[config.mk]
export PLATFORM = sky130hd
export DESIGN_NAME = demux4_buf
export DESIGN_NICKNAME = d
export VERILOG_FILES = /design/src/rtl/demux4_buf.sv
export SDC_FILE = /design/constraint.sdc
export NUM_CORES = 1
export LEC_CHECK = 0
export CORE_MARGIN = 10
export CORE_UTILIZATION = 30
export CTS_CLUSTER_SIZE = 25
export DETAILED_ROUTE_END_ITERATION = 8
export PLACE_DENSITY = 0.61
export SETUP_SLACK_MARGIN = 0.15
export SLEW_MARGIN = 20
export SYNTH_ARGS = -nofsm -noshare
export SYNTH_HDL_FRONTEND = slang
export SYNTH_SLANG_ARGS = --single-unit
[constraint.sdc]
create_clock -name clk -period 3.2 [get_ports clk]
set_input_delay 0.32 -clock clk [delete_from_list [all_inputs] [get_ports clk]]
set_output_delay 0.32 -clock clk [all_outputs]
set_load 0.01 [all_outputs]
[src/rtl/demux4_buf.sv]
// demux4_buf: 1-to-4 demultiplexer with a one-entry skid buffer per channel.
// A source word is steered by in_sel into one of four independent output
// buffers. Each buffer has its own valid/ready handshake, so a stalled
// consumer only blocks source words that target its channel.
// Optional build macro DEMUX4_BUF_CNT_EN adds four 8-bit per-channel accept
// counters on xfer_cnt. Without it, xfer_cnt is tied to zero.

module demux4_buf_ch #(
    parameter int WIDTH = 32
) (
    input  logic             clk,
    input  logic             rst_n,
    input  logic             i_load,
    input  logic [WIDTH-1:0] i_data,
    input  logic             i_ready,
    output logic             o_valid,
    output logic             o_empty,
    output logic [WIDTH-1:0] o_data
);

    typedef enum logic {EMPTY = 1'b0, FULL = 1'b1} state_t;

    state_t           r_state;
    state_t           w_state_nxt;
    logic [WIDTH-1:0] r_data;

    // State register. Reset drops any buffered word.
    always_ff @(posedge clk or negedge rst_n) begin
        if (!rst_n) r_state <= EMPTY;
        else        r_state <= w_state_nxt;
    end

    // A load always leaves the channel FULL, even when it drains in the
    // same cycle. A drain with no load empties it.
    always_comb begin
        w_state_nxt = r_state;
        if (i_load)
            w_state_nxt = FULL;
        else if (r_state == FULL && i_ready)
            w_state_nxt = EMPTY;
    end

    // Data is captured only on load, so it stays stable while stalled.
    always_ff @(posedge clk or negedge rst_n) begin
        if (!rst_n)      r_data <= '0;
        else if (i_load) r_data <= i_data;
    end

    assign o_valid = (r_state == FULL);
    assign o_empty = (r_state == EMPTY);
    assign o_data  = r_data;

endmodule

module demux4_buf #(
    parameter int WIDTH = 32
) (
    input  logic               clk,
    input  logic               rst_n,
    input  logic [WIDTH-1:0]   in_data,
    input  logic [1:0]         in_sel,
    input  logic               in_valid,
    output logic               in_ready,
    output logic [4*WIDTH-1:0] out_data,
    output logic [3:0]         out_valid,
    input  logic [3:0]         out_ready,
    output logic               busy,
    output logic [31:0]        xfer_cnt
);

    logic [3:0]            w_empty;
    logic [3:0]            w_load;
    logic [3:0][WIDTH-1:0] w_data;
    logic                  w_accept;

    // Ready depends only on the selected channel, never on in_valid.
    assign in_ready = w_empty[in_sel] | out_ready[in_sel];
    assign w_accept = in_valid & in_ready;

    for (genvar g = 0; g < 4; g++) begin : g_ch
        assign w_load[g] = w_accept && (in_sel == 2'(g));

        demux4_buf_ch #(.WIDTH(WIDTH)) u_ch (
            .clk     (clk),
            .rst_n   (rst_n),
            .i_load  (w_load[g]),
            .i_data  (in_data),
            .i_ready (out_ready[g]),
            .o_valid (out_valid[g]),
            .o_empty (w_empty[g]),
            .o_data  (w_data[g])
        );
    end

    assign out_data = w_data;
    assign busy     = |out_valid;

`ifdef DEMUX4_BUF_CNT_EN
    logic [3:0][7:0] r_cnt;

    // Per-channel accept counters, wrapping naturally at 8 bits.
    always_ff @(posedge clk or negedge rst_n) begin
        if (!rst_n) begin
            r_cnt <= '0;
        end else begin
            for (int i = 0; i < 4; i++)
                if (w_load[i]) r_cnt[i] <= r_cnt[i] + 8'd1;
        end
    end

    assign xfer_cnt = r_cnt;
`else
    assign xfer_cnt = '0;
`endif

endmodule

After elaboration in Yosys (flattened, before gate mapping)
Index checks and enable logic that the tools add are counted.

Bits in registers: 132.

Order comparisons: 1. Eq/ne operators: 3. Muxes and demuxes: 12. Bitwise operators: 6. Reduce and logical (&&, ||, !) cells: 14.

Operator list (number): 1-bit 2-to-1 mux (10); 1-bit logical AND (8); 2-bit nonzero test (4); 1-bit binary-select mux with 2-bit select (2); 2-bit equality test (second input constant) (2); 1-bit inverter (4); 4-bit OR reduction (1); 2-bit by 3-bit < comparator with 1-bit output (second input constant) (1); 2-bit by 1-bit equality test with 1-bit output (second input constant) (1); 2-bit zero test (1); 1-bit bitwise AND (1); 1-bit bitwise OR (1).

Depth between registers and ports, before layout
Gate-level depths: netlist (run 1).

Depth in word-level cells: 7. Depth in mapped cells: 5.

Hierarchy
A second synthesis (run 1) with hierarchy kept.

Cell total of the unflattened synthesis: 327. Area, all modules: 5849.4 µm².

By module, submodules not included: demux4_buf_ch (instances 4, cells an instance 71, area an instance 1377.6 µm², seq. area each 825.8 µm²); demux4_buf (instances 1, cells an instance 43, area an instance 339.1 µm², seq. area each 0.0 µm²).

Least setup slack after synthesis (run 1)
OpenSTA, ideal clock, no wires.

Path type: reg2reg. From: reg g_ch[2].u_ch.r_state. To: reg g_ch[2].u_ch.r_data[10]. Setup time: 125 ps. Arrival time: 1275 ps. Path slack: 1800 ps. Stages on the path, launching flop included: 5. Buffers on the path: 1. Clock period less this slack: 1400 ps. Cells stage by stage: dfrtp_1 nand2b_1 nor3b_2 buf_4 mux2_2.

Word-level cells in the longest chain between the ends: 6.

RTL lines: start, declared (RTL line 23) `state_t r_state;`; start signal, assigned (RTL line 30) `else r_state <= w_state_nxt;`; 1-bit inverter (RTL line 50) `assign o_empty = (r_state == EMPTY);`; 1-bit binary-select mux with 2-bit select (RTL line 77) `assign in_ready = w_empty[in_sel] | out_ready[in_sel];`; 1-bit 2-to-1 mux (implied by the code) (RTL line 77); 1-bit bitwise OR (RTL line 77); 1-bit bitwise AND (RTL line 78) `assign w_accept = in_valid & in_ready;`; 1-bit logical AND (RTL line 81) `assign w_load[g] = w_accept && (in_sel == 2'(g));`; end signal, assigned (RTL line 46) `else if (i_load) r_data <= i_data;`; end, declared (RTL line 25) `logic [WIDTH-1:0] r_data;`.

Every way passes these cells. The select of a mux whose other input is x is not followed. A chain may end at the register's enable or synchronous reset.

Worst setup path after layout (run 1)
From: in in_sel[0]. To: out in_ready.

Word-level cells in the longest chain between the ends: 3. Elaborated cells on any way between the ends: 5. Classes of those cells: mux: 4; bitwise: 1.

RTL lines: start, declared (RTL line 61) `input logic [1:0] in_sel,`; 1-bit binary-select mux with 2-bit select (RTL line 77); 1-bit 2-to-1 mux (implied by the code) (RTL line 77); 1-bit bitwise OR * (RTL line 77); end, declared (RTL line 63) `output logic in_ready,`.

Mark *: on every way between the ends. The rest lies on a longest branch, timed or not. The select of a mux whose other input is x is not followed.

==> flow_metrics.tcl, run 1 <==
set metrics [dict create \
    synth_top_area_share_pct 62.9 \
    ant_nets 0 \
    placedCellCount 715 \
    h-tree-depth 4 \
    grt_max_degree 133 \
    fmax_ghz 0.428 \
    rsz0062_at_grt "no" \
    cp_max_fo 7 \
    synth-seq-cells 132 \
    fin_crit_ns 2.34 \
    setup_viol 0 \
    synth_area_leaders "dfrtp_1 63%, mux2_2 26%, buf_4 6.1%" \
    cp.depth 3 \
    crit_family "buffers and inverters" \
    start_util_pct 30.5 \
    track_usage_pct 12.3 \
    p_switching_mw 1.45 \
    synth_area_sq_um 5250 \
    fp-row-count 48 \
    fin_hold_ws_ns 0.0000130 \
    outcome "complete, no violations" \
    cts-root-buf "clkbuf_16" \
    crit_path_start_kind "primary input" \
    io-pin-count 207 \
    grt_pass1_wl_um 22500 \
    p_int_mw 4.10 \
    total_power_mw 5.55 \
    coreArea_sq_um 17200 \
    drc 0 \
    r2r_slack_ns 1.41 \
    nNetsFinal 550 \
    die_x_um 152 \
    clock-sinks 132 \
    clk_pin_slew_worst_paths_ns 0.06 \
    via_count 3235 \
    final_cells 746 \
    holdBufCountCts 0 \
    worst_pin_slew_ns 0.712 \
    dp_hpwl_um 10400 \
    p_clk_share_pct 34.0 \
    cp.arrival_ns 2.02 \
    wl_per_cell_um 19.1 \
    r2r_cells 4 \
    crit_type "in -> out" \
    ir_drop_uv 347 \
    endpoint_kind "primary output" \
    dieArea_sq_um 23200 \
    fin_ws_ns 0.862 \
    grt_overflow 0 \
    antenna_found_initial 1 \
    drv_slew 0 \
    port_buffers 174 \
    syn_inst 329 \
    ys_types 17 \
    n_antenna_cell 0 \
    synth_seq_area_share_pct 62.9 \
    cts_tree "yes" \
    routed_wl_um 14300 \
    syn_to_final_growth_pct 46.5 \
    die_h_um 152 \
    min_path_type "in -> async" \
    cp_common_cell "clkdlybuf4s50_1" \
    cp_cell_sequence "clkdlybuf4s50_1, mux4_2, clkdlybuf4s50_1" \
    finalCritPeriodShare_pct 73.1 \
    swShare_pct 26.2 \
    fin_tns_setup_ns 0 \
    slew_headroom_pct 52.6 \
    maxCapViolations 0 \
    comb_power_share_pct 26.1 \
    crit_slowest_cell "clkdlybuf4s50_1" \
    drt_iter0_drc 100 \
    drt-vias-per-instance 4.34 \
    grt_pass1_vias 3690 \
    power.leakage_nw 3.23 \
    cts_buffers 17 \
    required_ns 2.88 \
    cts_resized 0 \
    insertion_delay_ns 0.41 \
    cts_setup_buffers 0 \
    drtPass1Iterations 4 \
    cpPeakStageDelay_ns 0.64 \
    yosys_warnings 0 \
    seq_power_share_pct 39.8 \
    finalHoldViolCount 0 \
    gp_congestion 0.756 \
    fillers 1506 \
    avgSynthCellArea_sq_um 16.0 \
    fin_skew_ns 0.00668 \
    cp_num_buf_inv 2 \
    dp_slack_ns 0.840 \
    drive_gt1_share_pct 31.1 \
    cts_max_path_buffers 2 \
    power_density_nw_per_um2 722 \
    yosysTopAreaCell "dfrtp_1" \
]
## cell usage after synthesis
cell type	number
and3_1	1
buf_2	4
buf_4	43
buf_6	3
conb_1	1
dfrtp_1	132
mux2_1	5
mux2_2	123
mux4_2	1
nand2_1	5
nand2b_1	4
nand3_1	1
nand3b_2	1
nor2b_1	2
nor3b_2	1
o21ai_0	1
or4_1	1
## path summary, 6_finish.rpt
kind | end | from
hold / removal | g_ch[1].u_ch.o_data[29]$_DFFE_PN0P_ | rst_n
setup / recovery | in_ready | in_sel[0]
min in group clk | g_ch[1].u_ch.o_data[3]$_DFFE_PN0P_ | g_ch[1].u_ch.o_data[3]$_DFFE_PN0P_
hold reg to reg | g_ch[1].u_ch.o_data[3]$_DFFE_PN0P_ | g_ch[1].u_ch.o_data[3]$_DFFE_PN0P_
setup reg to reg | g_ch[0].u_ch.o_data[21]$_DFFE_PN0P_ | g_ch[0].u_ch.o_valid$_DFFE_PN0P_
max in group asynchronous | g_ch[3].u_ch.o_data[12]$_DFFE_PN0P_ | rst_n
## layout by cell type, fill, tap and decap left out
| master | instances |
|---|---|
| and3_2 | 1 |
| buf_12 | 4 |
| buf_4 | 3 |
| bufinv_16 | 2 |
| clkbuf_1 | 4 |
| clkbuf_16 | 17 |
| clkbuf_8 | 2 |
| clkdlybuf4s50_1 | 173 |
| clkinv_2 | 2 |
| clkinvlp_4 | 3 |
| conb_1 | 32 |
| dfrtp_1 | 132 |
| inv_6 | 1 |
| mux2_1 | 5 |
| mux2_2 | 123 |
| mux4_2 | 1 |
| nand2_1 | 5 |
| nand2b_1 | 4 |
| nand3_1 | 1 |
| nand3b_2 | 1 |
| nor2b_1 | 1 |
| nor2b_4 | 1 |
| nor3b_4 | 1 |
| o21ai_0 | 1 |
| or4_1 | 1 |
## per-stage QoR
| step | util [%] | area [sq um] |
|---|---|---|
| CTS | 44.6 | 7690 |
| global placement | 41.3 | 7120 |
| detailed placement | 41.3 | 7120 |
| finish | 44.6 | 7690 |
| global route | 44.6 | 7690 |
| floorplan | - | 5370 |
## power by group through the flow
stage                     combinational (mW)  clock [mW]  sequential [mW]
final                                   1.45        1.89             2.21
after global routing                    1.55        2.04             2.26
after CTS                               1.48        1.94             2.22
after detailed placement                1.48           0             2.24
after global placement                  1.46           0             2.23
after floorplan                        0.403           0             2.37
## cells by family after synthesis
group,after synthesis,share of synthesized area (%)
AOI/OAI and AO/OA,1,0.0952
muxes,129,27.9
buffers and inverters,50,7.17
other,1,0.0714
DFF,132,62.9
and+or+nand+nor,16,1.88
## registers in the layout (all words and copies together), names as in the netlist
name	flops
g_ch.u_ch.o_data	128
g_ch.u_ch.o_valid	4
## layout make-up
class / instances / area, sq um / area share [%]
clock buffer: 23 / 468 / 6.08
clock inverter: 8 / 101 / 1.32
multi-input combinational: 178 / 1700 / 22.1
sequential: 132 / 3300 / 42.9
tap: 225 / 282 / 3.66
timing repair buffer: 180 / 1830 / 23.8
## layer usage
| metal | global-route usage [%] | up-vias | share of wire, % |
|---|---|---|---|
| met5 | 0 | - | 0.11 |
| met4 | 3.44 | 2 | 0.72 |
| met3 | 9.03 | 10 | 14 |
| met2 | 18.5 | 150 | 45 |
| met1 | 13.5 | 1637 | 40 |
| li1 | - | 1436 | - |
Power figures use the tool's default switching activity.
==> run 2, diff against run 1 <==
==> constraint.sdc (replaced) <==
create_clock -name clk -period 2.2 [get_ports clk]
set_input_delay 0.22 -clock clk [delete_from_list [all_inputs] [get_ports clk]]
set_output_delay 0.22 -clock clk [all_outputs]
set_load 0.01 [all_outputs]
==> flow_metrics.tcl, run 2 (synthesis gave the netlist of run 1 again) <==
set metrics [dict create \
    fin_ws_ns 0.317 \
    drtPass1Iterations 3 \
    grt_max_degree 133 \
    via_count 3257 \
    grt_pass1_wl_um 22700 \
    fin_area_sq_um 7750 \
    fin_tns_setup_ns 0 \
    mostFrequentLayoutCells "171 x clkdlybuf4s50_1, 132 x dfrtp_1, 123 x mux2_2" \
    final_util_pct 45.0 \
    grt_pass1_vias 3800 \
    finalHoldViolCount 0 \
    met2_wirelength_um 6400 \
    ant_nets 0 \
    h-tree-depth 4 \
    dp_slack_ns 0.155 \
    nNetsFinal 556 \
    fillers 1557 \
    wl_per_cell_um 18.9 \
    finalCritPeriodShare_pct 85.6 \
    final_common_cell "clkdlybuf4s50_1" \
    die_h_um 152 \
    setup_viol 0 \
    cp_max_fo 3 \
    fin_hold_ws_ns 0.462 \
    antenna_found_initial 1 \
    crit_type "reg -> out" \
    syn_to_final_growth_pct 47.7 \
    worst_pin_slew_ns 0.681 \
    endpoint_kind "primary output" \
    fin_crit_ns 1.88 \
    rsz0062_at_grt "no" \
    cts_setup_buffers 0 \
    dpl_cell_area_sq_um 7180 \
    drc 0 \
    port_buffers 174 \
    cts_tree "yes" \
    grt_overflow 0 \
    drt-vias-per-instance 4.32 \
    fmax_ghz 0.531 \
    crit_path_start_kind "register" \
    ir_drop_uv 505 \
    fp-row-count 48 \
    power.leakage_nw 3.26 \
    drive_gt1_share_pct 32.4 \
    cts_max_path_buffers 2 \
    outcome "complete, no violations" \
    dp_hpwl_um 10400 \
    track_usage_pct 12.5 \
    total_power_mw 7.96 \
    clk_pin_slew_worst_paths_ns 0.06 \
    cts-root-buf "clkbuf_16" \
    largest_register_ff_count 128 \
    top_layer_used "met5" \
    routed_wl_um 14200 \
    required_ns 1.98 \
    route.met3.wl_um 1960 \
    slew_headroom_pct 54.6 \
    insertion_delay_ns 0.41 \
    gp_congestion 0.765 \
    cts_buffers 17 \
    drt_iter0_drc 94 \
    dieArea_sq_um 23200 \
    drv_slew 0 \
    coreArea_sq_um 17200 \
    min_path_type "in -> async" \
    cp.arrival_ns 1.66 \
    die_x_um 152 \
    clock-sinks 132 \
    start_util_pct 30.5 \
    io-pin-count 207 \
    maxCapViolations 0 \
    fin_skew_ns 0.00777 \
    power_density_nw_per_um2 1030 \
    met1_length_um 5670 \
    placedCellCount 720 \
    final_cells 754 \
]
==> run 2: path summary, 6_finish.rpt <==
path | slack [ns] | to | start | depth (start not counted)
setup reg to reg | 0.66 | g_ch[2].u_ch.o_data[8]$_DFFE_PN0P_ | g_ch[2].u_ch.o_valid$_DFFE_PN0P_ | 4
max in group asynchronous | 1.23 | g_ch[0].u_ch.o_data[12]$_DFFE_PN0P_ | rst_n | 3
hold / removal | 0.46 | g_ch[1].u_ch.o_data[0]$_DFFE_PN0P_ | rst_n | 3
min in group clk | 0.48 | g_ch[1].u_ch.o_data[4]$_DFFE_PN0P_ | g_ch[1].u_ch.o_data[4]$_DFFE_PN0P_ | 1
setup / recovery | 0.32 | in_ready | g_ch[0].u_ch.o_valid$_DFFE_PN0P_ | 3
hold reg to reg | 0.48 | g_ch[1].u_ch.o_data[4]$_DFFE_PN0P_ | g_ch[1].u_ch.o_data[4]$_DFFE_PN0P_ | 1
==> run 2: what timing repair did <==
action                                 in CTS  in global routing
hold buffers                                1                  0
setup endpoints to repair                   2                  0
gates resized for setup                     2                  0
endpoints found under the hold margin     132                  0
==> run 2: critical path, stage by stage, from the launching register on <==
cell and delay [ns]:
dfrtp_1 0.38, nand2b_1 0.12, mux4_2 0.45, dlygate4sd2_1 0.31
==> run 2: per-layer routing <==
layer / vias to the layer above / GRT usage [%]
met1: 1639 / 13.6
met4: 2 / 4.31
met5: - / 0
met3: 13 / 8.41
li1: 1460 / -
met2: 143 / 19.0
==> run 2: cell type report <==
class / count / area [sq um] / area share [%]
timing repair buffer: 186 / 1900 / 24.6
tap: 225 / 282 / 3.63
clock buffer: 18 / 429 / 5.53
antenna: 1 / 2.50 / 0.0323
multi-input combinational: 178 / 1700 / 22.0
clock inverter: 14 / 130 / 1.68
sequential: 132 / 3300 / 42.6
==> run 2: power breakdown <==
part	internal (mW)	switching [mW]	total, mW
clock network	1.56	1.07	2.63
registers	2.93	0.275	3.21
logic	1.31	0.809	2.12
